### config.mk
export PLATFORM = sky130hd
export DESIGN_NAME = ddr_tx_serializer_flat
export DESIGN_NICKNAME = d
export VERILOG_FILES = /design/src/rtl/ddr_tx_pkg.sv /design/src/rtl/ddr_tx_if.sv /design/src/rtl/ddr_tx_serializer.sv /design/src/flat_wrapper.sv
export SDC_FILE = /design/constraint.sdc
export NUM_CORES = 1
export LEC_CHECK = 0
export BUFFER_PORTS_ARGS = -buffer_cell sky130_fd_sc_hd__buf_2
export CORE_MARGIN = 4
export CORE_UTILIZATION = 30
export DETAILED_ROUTE_END_ITERATION = 7
export SYNTH_ARGS = -nofsm -noshare
export SYNTH_HDL_FRONTEND = slang
export SYNTH_SLANG_ARGS = --single-unit
### constraint.sdc
create_clock -name clk -period 5.4 [get_ports clk]
set_input_delay 0 -clock clk [delete_from_list [all_inputs] [get_ports clk]]
set_output_delay 0 -clock clk [all_outputs]
set_load 0.03 [all_outputs]
### src/rtl/ddr_tx_pkg.sv
// Shared types and helpers for the DDR transmit serializer.
// Words up to 64 bits wide are supported by the pair-select helper.
package ddr_tx_pkg;

   typedef enum logic [1:0] {IDLE, SHIFT, TAIL} state_t;

   localparam int MAX_W = 64;

   function automatic int pair_cnt_w(input int data_w);
      return (data_w / 2 > 1) ? $clog2(data_w / 2) : 1;
   endfunction

   // Returns {d1, d2} for pair k of a word; MSB-first mode mirrors bit order.
   function automatic logic [1:0] get_pair(input logic [MAX_W-1:0] word,
                                           input int k,
                                           input int data_w,
                                           input bit lsb_first);
      logic [5:0] first_idx;
      logic [5:0] second_idx;
      if (lsb_first) begin
         first_idx  = 6'(2 * k);
         second_idx = 6'(2 * k + 1);
      end else begin
         first_idx  = 6'(data_w - 1 - 2 * k);
         second_idx = 6'(data_w - 2 - 2 * k);
      end
      return {word[first_idx], word[second_idx]};
   endfunction

endpackage

### src/rtl/ddr_tx_if.sv
// Valid/ready word handshake plus the enable gate feeding the serializer.
interface ddr_tx_if #(parameter int DATA_W = 16) ();
   import ddr_tx_pkg::*;

   logic              enable;
   logic [DATA_W-1:0] s_data;
   logic              s_valid;
   logic              s_ready;

   modport master (output enable, s_data, s_valid, input s_ready);
   modport slave  (input enable, s_data, s_valid, output s_ready);
endinterface

### src/rtl/ddr_tx_serializer.sv
// Feeds an ODDR/IOBUF pair: serializes words two bits per clock on d1/d2,
// with a one-word holding register for gapless streaming and an OE tail.
module ddr_tx_serializer
   import ddr_tx_pkg::*;
#(
   parameter int   DATA_W     = 16,
   parameter bit   LSB_FIRST  = 1'b1,
   parameter logic IDLE_LEVEL = 1'b0,
   parameter int   OE_TAIL    = 2
) (
   input  logic     clk,
   input  logic     rst_n,
   ddr_tx_if.slave  s,
   output logic     d1,
   output logic     d2,
   output logic     oe,
   output logic     busy
);

   localparam int             PAIRS     = DATA_W / 2;
   localparam int             CW        = pair_cnt_w(DATA_W);
   localparam logic [CW-1:0]  LAST_PAIR = CW'(PAIRS - 1);
   localparam int             TW        = (OE_TAIL > 1) ? $clog2(OE_TAIL) : 1;
   localparam logic [TW-1:0]  LAST_TAIL = TW'((OE_TAIL > 0) ? OE_TAIL - 1 : 0);

   state_t            state;
   logic [DATA_W-1:0] cur_word;
   logic [DATA_W-1:0] hold_word;
   logic              hold_valid;
   logic              hold_valid_nxt;
   logic [CW-1:0]     pair_cnt;
   logic [TW-1:0]     tail_cnt;
   logic              xfer;
   logic              last_pair;
   logic [1:0]        next_pair;
   logic [1:0]        in_pair0;
   logic [1:0]        hold_pair0;

   // s_ready looks one cycle ahead so the holding register is never overwritten.
   always_comb begin
      xfer           = s.s_valid && s.s_ready;
      last_pair      = (state == SHIFT) && (pair_cnt == LAST_PAIR);
      hold_valid_nxt = hold_valid;
      if (state == SHIFT) begin
         if (last_pair)
            hold_valid_nxt = 1'b0;
         else if (xfer)
            hold_valid_nxt = 1'b1;
      end
      next_pair  = get_pair(MAX_W'(cur_word), int'(pair_cnt) + 1, DATA_W, LSB_FIRST);
      in_pair0   = get_pair(MAX_W'(s.s_data), 0, DATA_W, LSB_FIRST);
      hold_pair0 = get_pair(MAX_W'(hold_word), 0, DATA_W, LSB_FIRST);
   end

   always_ff @(posedge clk or negedge rst_n) begin
      if (!rst_n) begin
         state      <= IDLE;
         cur_word   <= '0;
         hold_word  <= '0;
         hold_valid <= 1'b0;
         pair_cnt   <= '0;
         tail_cnt   <= '0;
         d1         <= IDLE_LEVEL;
         d2         <= IDLE_LEVEL;
         oe         <= 1'b0;
         busy       <= 1'b0;
         s.s_ready  <= 1'b0;
      end else begin
         s.s_ready  <= s.enable && !hold_valid_nxt;
         hold_valid <= hold_valid_nxt;
         case (state)
            IDLE: begin
               if (xfer) begin
                  cur_word <= s.s_data;
                  {d1, d2} <= in_pair0;
                  pair_cnt <= '0;
                  oe       <= 1'b1;
                  busy     <= 1'b1;
                  state    <= SHIFT;
               end
            end
            SHIFT: begin
               if (!last_pair) begin
                  pair_cnt <= pair_cnt + 1'b1;
                  {d1, d2} <= next_pair;
                  if (xfer)
                     hold_word <= s.s_data;
               end else if (hold_valid) begin
                  cur_word <= hold_word;
                  {d1, d2} <= hold_pair0;
                  pair_cnt <= '0;
               end else if (xfer) begin
                  cur_word <= s.s_data;
                  {d1, d2} <= in_pair0;
                  pair_cnt <= '0;
               end else begin
                  {d1, d2} <= {2{IDLE_LEVEL}};
                  pair_cnt <= '0;
                  tail_cnt <= '0;
                  if (OE_TAIL == 0) begin
                     oe    <= 1'b0;
                     busy  <= 1'b0;
                     state <= IDLE;
                  end else begin
                     state <= TAIL;
                  end
               end
            end
            TAIL: begin
               if (xfer) begin
                  cur_word <= s.s_data;
                  {d1, d2} <= in_pair0;
                  pair_cnt <= '0;
                  tail_cnt <= '0;
                  state    <= SHIFT;
               end else if (tail_cnt == LAST_TAIL) begin
                  tail_cnt <= '0;
                  oe       <= 1'b0;
                  busy     <= 1'b0;
                  state    <= IDLE;
               end else begin
                  tail_cnt <= tail_cnt + 1'b1;
               end
            end
            default: state <= IDLE;
         endcase
      end
   end

endmodule

### src/flat_wrapper.sv
// flat-port wrapper written by rule: the top's interface ports become plain ports
module ddr_tx_serializer_flat import ddr_tx_pkg::*;
#(
   parameter int   DATA_W     = 16,
   parameter bit   LSB_FIRST  = 1'b1,
   parameter logic IDLE_LEVEL = 1'b0,
   parameter int   OE_TAIL    = 2
)
  (clk, rst_n, d1, d2, oe, busy, s_enable, s_s_data, s_s_valid, s_s_ready);
  ddr_tx_if #(.DATA_W(DATA_W)) s_i ();
  input  logic clk;
  input  logic rst_n;
  output logic d1;
  output logic d2;
  output logic oe;
  output logic busy;
  input wire logic [$bits(s_i.enable)-1:0] s_enable;
  input wire logic [$bits(s_i.s_data)-1:0] s_s_data;
  input wire logic [$bits(s_i.s_valid)-1:0] s_s_valid;
  output wire logic [$bits(s_i.s_ready)-1:0] s_s_ready;
  assign s_i.enable = s_enable;
  assign s_i.s_data = s_s_data;
  assign s_i.s_valid = s_s_valid;
  assign s_s_ready = s_i.s_ready;
  ddr_tx_serializer #(.DATA_W(DATA_W), .LSB_FIRST(LSB_FIRST), .IDLE_LEVEL(IDLE_LEVEL), .OE_TAIL(OE_TAIL)) u_core (.clk(clk), .rst_n(rst_n), .s(s_i), .d1(d1), .d2(d2), .oe(oe), .busy(busy));
endmodule
# [Word level (Yosys, flattened, before mapping)]
# Index checks and enable logic that the tools add are counted.
[classes] add_sub_neg=4 n_lt_le_gt_ge=2 n_eq_ne=11 mux=41 bitwise_logic=1 n_reduce_logical=15
[op_table] op="16-bit two-way mux" n=3
[op_table] op="16-bit one-hot mux with 2 select lines" n=1
[op_table] op="1-bit two-way mux" n=21
[op_table] op="6-bit by 7-bit < comparator with 1-bit output (second input constant)" n=2
[op_table] op="2-bit two-way mux" n=6
[op_table] op="2-bit by 1-bit inequality test with 1-bit output (second input constant)" n=4
[op_table] op="1-bit one-hot mux with 2 select lines" n=4
[op_table] op="4-bit AND reduction" n=2
[op_table] op="6-bit by 2-bit adder with 6-bit output (second input constant)" n=1
[op_table] op="1-bit binary-select mux with 6-bit select" n=1
[op_table] op="3-bit two-way mux" n=2
[op_table] op="2-bit inequality test (second input constant)" n=3
[op_table] op="2-bit one-hot mux with 3 select lines" n=1
[op_table] op="3-bit one-hot mux with 2 select lines" n=1
[op_table] op="2-bit nonzero test" n=3
[op_table] op="1-bit binary-select mux with 5-bit select" n=1
[op_table] op="5-bit AND reduction" n=1
[op_table] op="3-bit by 1-bit adder with 4-bit output (second input constant)" n=1
[op_table] op="2-bit AND reduction" n=2
[op_table] op="3-bit by 1-bit adder with 3-bit output (second input constant)" n=1
[op_table] op="3-bit == test (second input constant)" n=1
[op_table] op="1-bit logical AND" n=3
[op_table] op="3-bit by 1-bit inequality test with 1-bit output (second input constant)" n=1
[op_table] op="3-bit AND reduction" n=1
[op_table] op="7 further kinds" n=7
[word_totals] regBits=43 input_bits=20 elab_cells=84

# [Longest topological paths before layout]
[depth] depth_word=6 depth_mapped=8

# [Worst setup path before layout]
# OpenSTA, ideal clock, no wires.
[synth_timing] path_type="reg-to-reg" start="reg u_core.pair_cnt[1]" end="reg u_core.hold_word[10]" arrival_time_ns=1.699 required_ns=5.273 setup_slack_ns=3.573 stages_incl_launch_ff=7 path_cell_list="dfrtp_1 ha_1 ha_1 buf_2 nor3_4 buf_6 mux2_1"
[synth_between] elab_chain_cells=4
[synth_lines] element="start, declared" line="ddr_tx_serializer.sv:31" rtl="logic [CW-1:0] pair_cnt;"
[synth_lines] element="start signal, assigned" line="ddr_tx_serializer.sv:84" rtl="pair_cnt <= pair_cnt + 1'b1;"
[synth_lines] element="3-bit == test" line="ddr_tx_serializer.sv:42" rtl="last_pair = (state == SHIFT) && (pair_cnt == LAST_PAIR);"
[synth_lines] element="1-bit logical AND" line="ddr_tx_serializer.sv:42"
[synth_lines] element="1-bit NOT (no source line)"
[synth_lines] element="3-bit AND reduction (no source line)"
[synth_lines] element="end signal, assigned" line="ddr_tx_serializer.sv:87" rtl="hold_word <= s.s_data;"
[synth_lines] element="end, declared" line="ddr_tx_serializer.sv:28" rtl="logic [DATA_W-1:0] hold_word;"
# Every way passes these cells.
# A chain may end at the register's enable or synchronous reset.

# [Worst setup path in the final report]
[layout_timing] start="reg u_core.pair_cnt[0]" end="reg u_core.hold_word[0]"
# Same word-level chain as after synthesis.

==> out/qor.txt <==
die height: 90.91 um
gr ovfl total: 0
Post-DRT Antenna Nets: 0
total core area: 0.006495 mm2
Power Internal: 0.8558 mW
top_reg_cell synth: dfrtp_1
Slew @ Worst Pin: 947.2 ps
fraction of layout cells with a size suffix above 1: 18.45%
clock latency on the worst-skew pair: 300 ps
Startpoint Class: register
final layout net count: 254
Synth top area share: 52.18%
placed cell area: 0.002210 mm2
Remaining DRCs: 0
number of setup buffers added after CTS: 0
clock sink count: 43
initial antenna violation count: 0
post-CTS sizing: 0
hold crit path type: input pin to register
Hold Vio Cnt, Final: 0
final WL: 4435 um
clock-pin slew on the worst setup and hold paths: 80 ps
status: finished clean
number of global-route vias before repair: 1472
input/output buffers: 24
largest family of logic cells by synthesized area: compound AO/OA/AOI/OAI gates
synthesized instance count: 196
initial cell density of the core: 31.75%
Synth Area in XOR/XNOR: 0.4248%
ANT cells: 0
Design Area, Final: 0.002479 mm2
Final setup viols: 0
Clock Path Buffers: 2
global-route usage over all layers: 11.20%
maxcap violations: 0
largest net degree at the start of global routing: 44
post-synthesis sequential area ratio: 52.18%
final core occ: 38.16%
Mapped Nets: 218
peak supply drop: 225.7 uV
crit path max fanout: 16
storage element area: 0.001076 mm2
IO Count: 25
CTS tree: done
RSZ-0062 raised after global routing: no
Worst setup EP type: register
gpl congestion: 0.8675
Final min period: 2304 ps
Final period util: 42.67%
Num CTS Buffers: 5
Hold Buf Count CTS: 18
slew margin rel.: 36.86%
Fillers: 664
Yosys top cell by area: dfrtp_1
Max Fclk: 434.0 MHz
first-pass iteration count of the detailed router: 4
die width: 90.91 um
top post-synthesis cells by area: dfrtp_1 (52%), a21oi_1 (5.6%), mux2_1 (5.5%)
post-synthesis mux area share: 12.86%
Ys Warns: 0
most instantiated library cell after synthesis: dfrtp_1
Critical Path AT: 2490 ps
Synth Area in Adders: 1.214%
average cell area after synthesis: 10.52 um2
Switching Share: 40.80%
WS Path Type: register to register
clk_skew: 4.684 ps
Area growth syn-to-layout: 20.21%
hpwl dp: 2983 um
mapped cell area: 0.002062 mm2
sequential power share: 41.5%
Leak Pwr: 1.036 nW
num rows: 29
Avg WL per Cell: 14.31 um
total number of vias: 1597
R2R Setup Slk: 3100 ps
switching pwr: 0.5898 mW
PwrDens: 583.2 mW/mm2
via density per instance: 5.152
simple-gate share of the synthesized area: 10.62%
Seq cells post-synth: 43
asr flop ratio synth: 100.0%
Root Driver: clkbuf_8
number of flops mapped to enable cells by yosys: 0
Synth cell types: 32
multi-input logic area: 894.6 um2
first-pass GRT wire length: 7486 um
Synth Area in Compound Gates: 18.26%
1st-iter DRT viols: 162
Max Transition Viols Final: 0
DIE AREA: 0.008264 mm2
final setup TNS: 0 ps
logic gate share of total power: 44.4%
WP data required: 5580 ps
CTS H-Tree Depth: 2
Commonest cells post-synth: dfrtp_1 (43), a21oi_1 (23), nor2_1 (20), o22ai_1 (17)
clock network fraction of total power: 14.1%
==> worst max-delay path, cell delays in order, from the launching register on <==
cell and delay (ps):
dfrtp_1 480, ha_1 240, ha_1 300, nor3_4 760
mux2_2 410
==> per-stage QoR <==
step	worst slack, ps	instances	power, mW	hold slack [ps]
global placement	3162	284	1.221	214.8
global route	2986	310	1.570	254.7
CTS	3084	310	1.459	211.9
finish	3096	310	1.446	224.5
floorplan	3573	196	1.091	-295.6
detailed placement	3097	284	1.239	213.2
==> metal layers <==
| metal | track usage, % | up-vias | share of wire (%) |
|---|---|---|---|
| met5 | 0 | - | 0 |
| met4 | 3.769 | 0 | 1.3 |
| met3 | 2.583 | 7 | 4.4 |
| met2 | 16.06 | 40 | 46 |
| met1 | 16.58 | 766 | 48 |
| li1 | - | 784 | - |
==> cell families (layout without fill, tap and decap cells) <==
logic type	Yosys count	in the layout
AOI/OAI and AO/OA	62	62
xor gates and xnor gates	1	1
adders and majority gates	2	2
buffers and inverters	19	56
DFF	43	43
muxes	22	22
and+or+nand+nor	47	47
==> worst paths after layout <==
path / start / end / depth (start not counted)
max: u_core.pair_cnt[0]$_DFFE_PN0P_ / u_core.hold_word[0]$_DFFE_PN0P_ / 4
min in group asynchronous: rst_n / u_core.s.s_ready$_DFF_PN0_ / 2
min: s_s_valid / u_core.d2$_DFFE_PN0P_ / 5
max in group asynchronous: rst_n / u_core.cur_word[14]$_DFFE_PN0P_ / 2
min reg2reg: u_core.hold_word[5]$_DFFE_PN0P_ / u_core.hold_word[5]$_DFFE_PN0P_ / 1
max reg2reg: u_core.pair_cnt[0]$_DFFE_PN0P_ / u_core.hold_word[0]$_DFFE_PN0P_ / 4
==> layout make-up <==
type                       instances  share of cell area (%)
multi-input combinational        134                   36.09
timing repair buffer              42                   12.12
clock buffer                       5                   2.776
tap                               77                   3.887
inverter                           6                  0.9086
sequential                        43                   43.41
clock inverter                     3                  0.8077
==> power by group through the flow <==
stage	combinational (mW)	clock, mW	sequential [mW]
finish	0.642	0.204	0.600
floorplan	0.511	0	0.580
global route	0.720	0.229	0.621
global placement	0.618	0	0.603
detailed placement	0.632	0	0.607
CTS	0.646	0.213	0.600
==> cells in the final DEF (no fill, tap or decap), types with 4 or more instances in the layout <==
| cell type | synthesis | final |
|---|---|---|
| nor2_1 | 20 | 20 |
| inv_1 | 6 | 6 |
| o22ai_1 | 17 | 17 |
| nand3_1 | 6 | 6 |
| nand2_1 | 10 | 10 |
| buf_2 | 4 | 24 |
| o21ai_0 | 8 | 8 |
| dlygate4sd3_1 | 0 | 18 |
| mux2i_1 | 4 | 4 |
| mux2_2 | 6 | 6 |
| dfrtp_1 | 43 | 43 |
| clkbuf_8 | 0 | 5 |
| a21oi_1 | 23 | 23 |
| mux2_1 | 10 | 10 |
==> state kept, by name, indices dropped and copies added (netlist names) <==
name and cells:
u_core.cur_word 16, u_core.d1 1, u_core.d2 1, u_core.hold_valid 1
u_core.hold_word 16, u_core.oe 1, u_core.pair_cnt 3, u_core.s.s_ready 1
u_core.state 2, u_core.tail_cnt 1
Power figures use the tool's default switching activity.
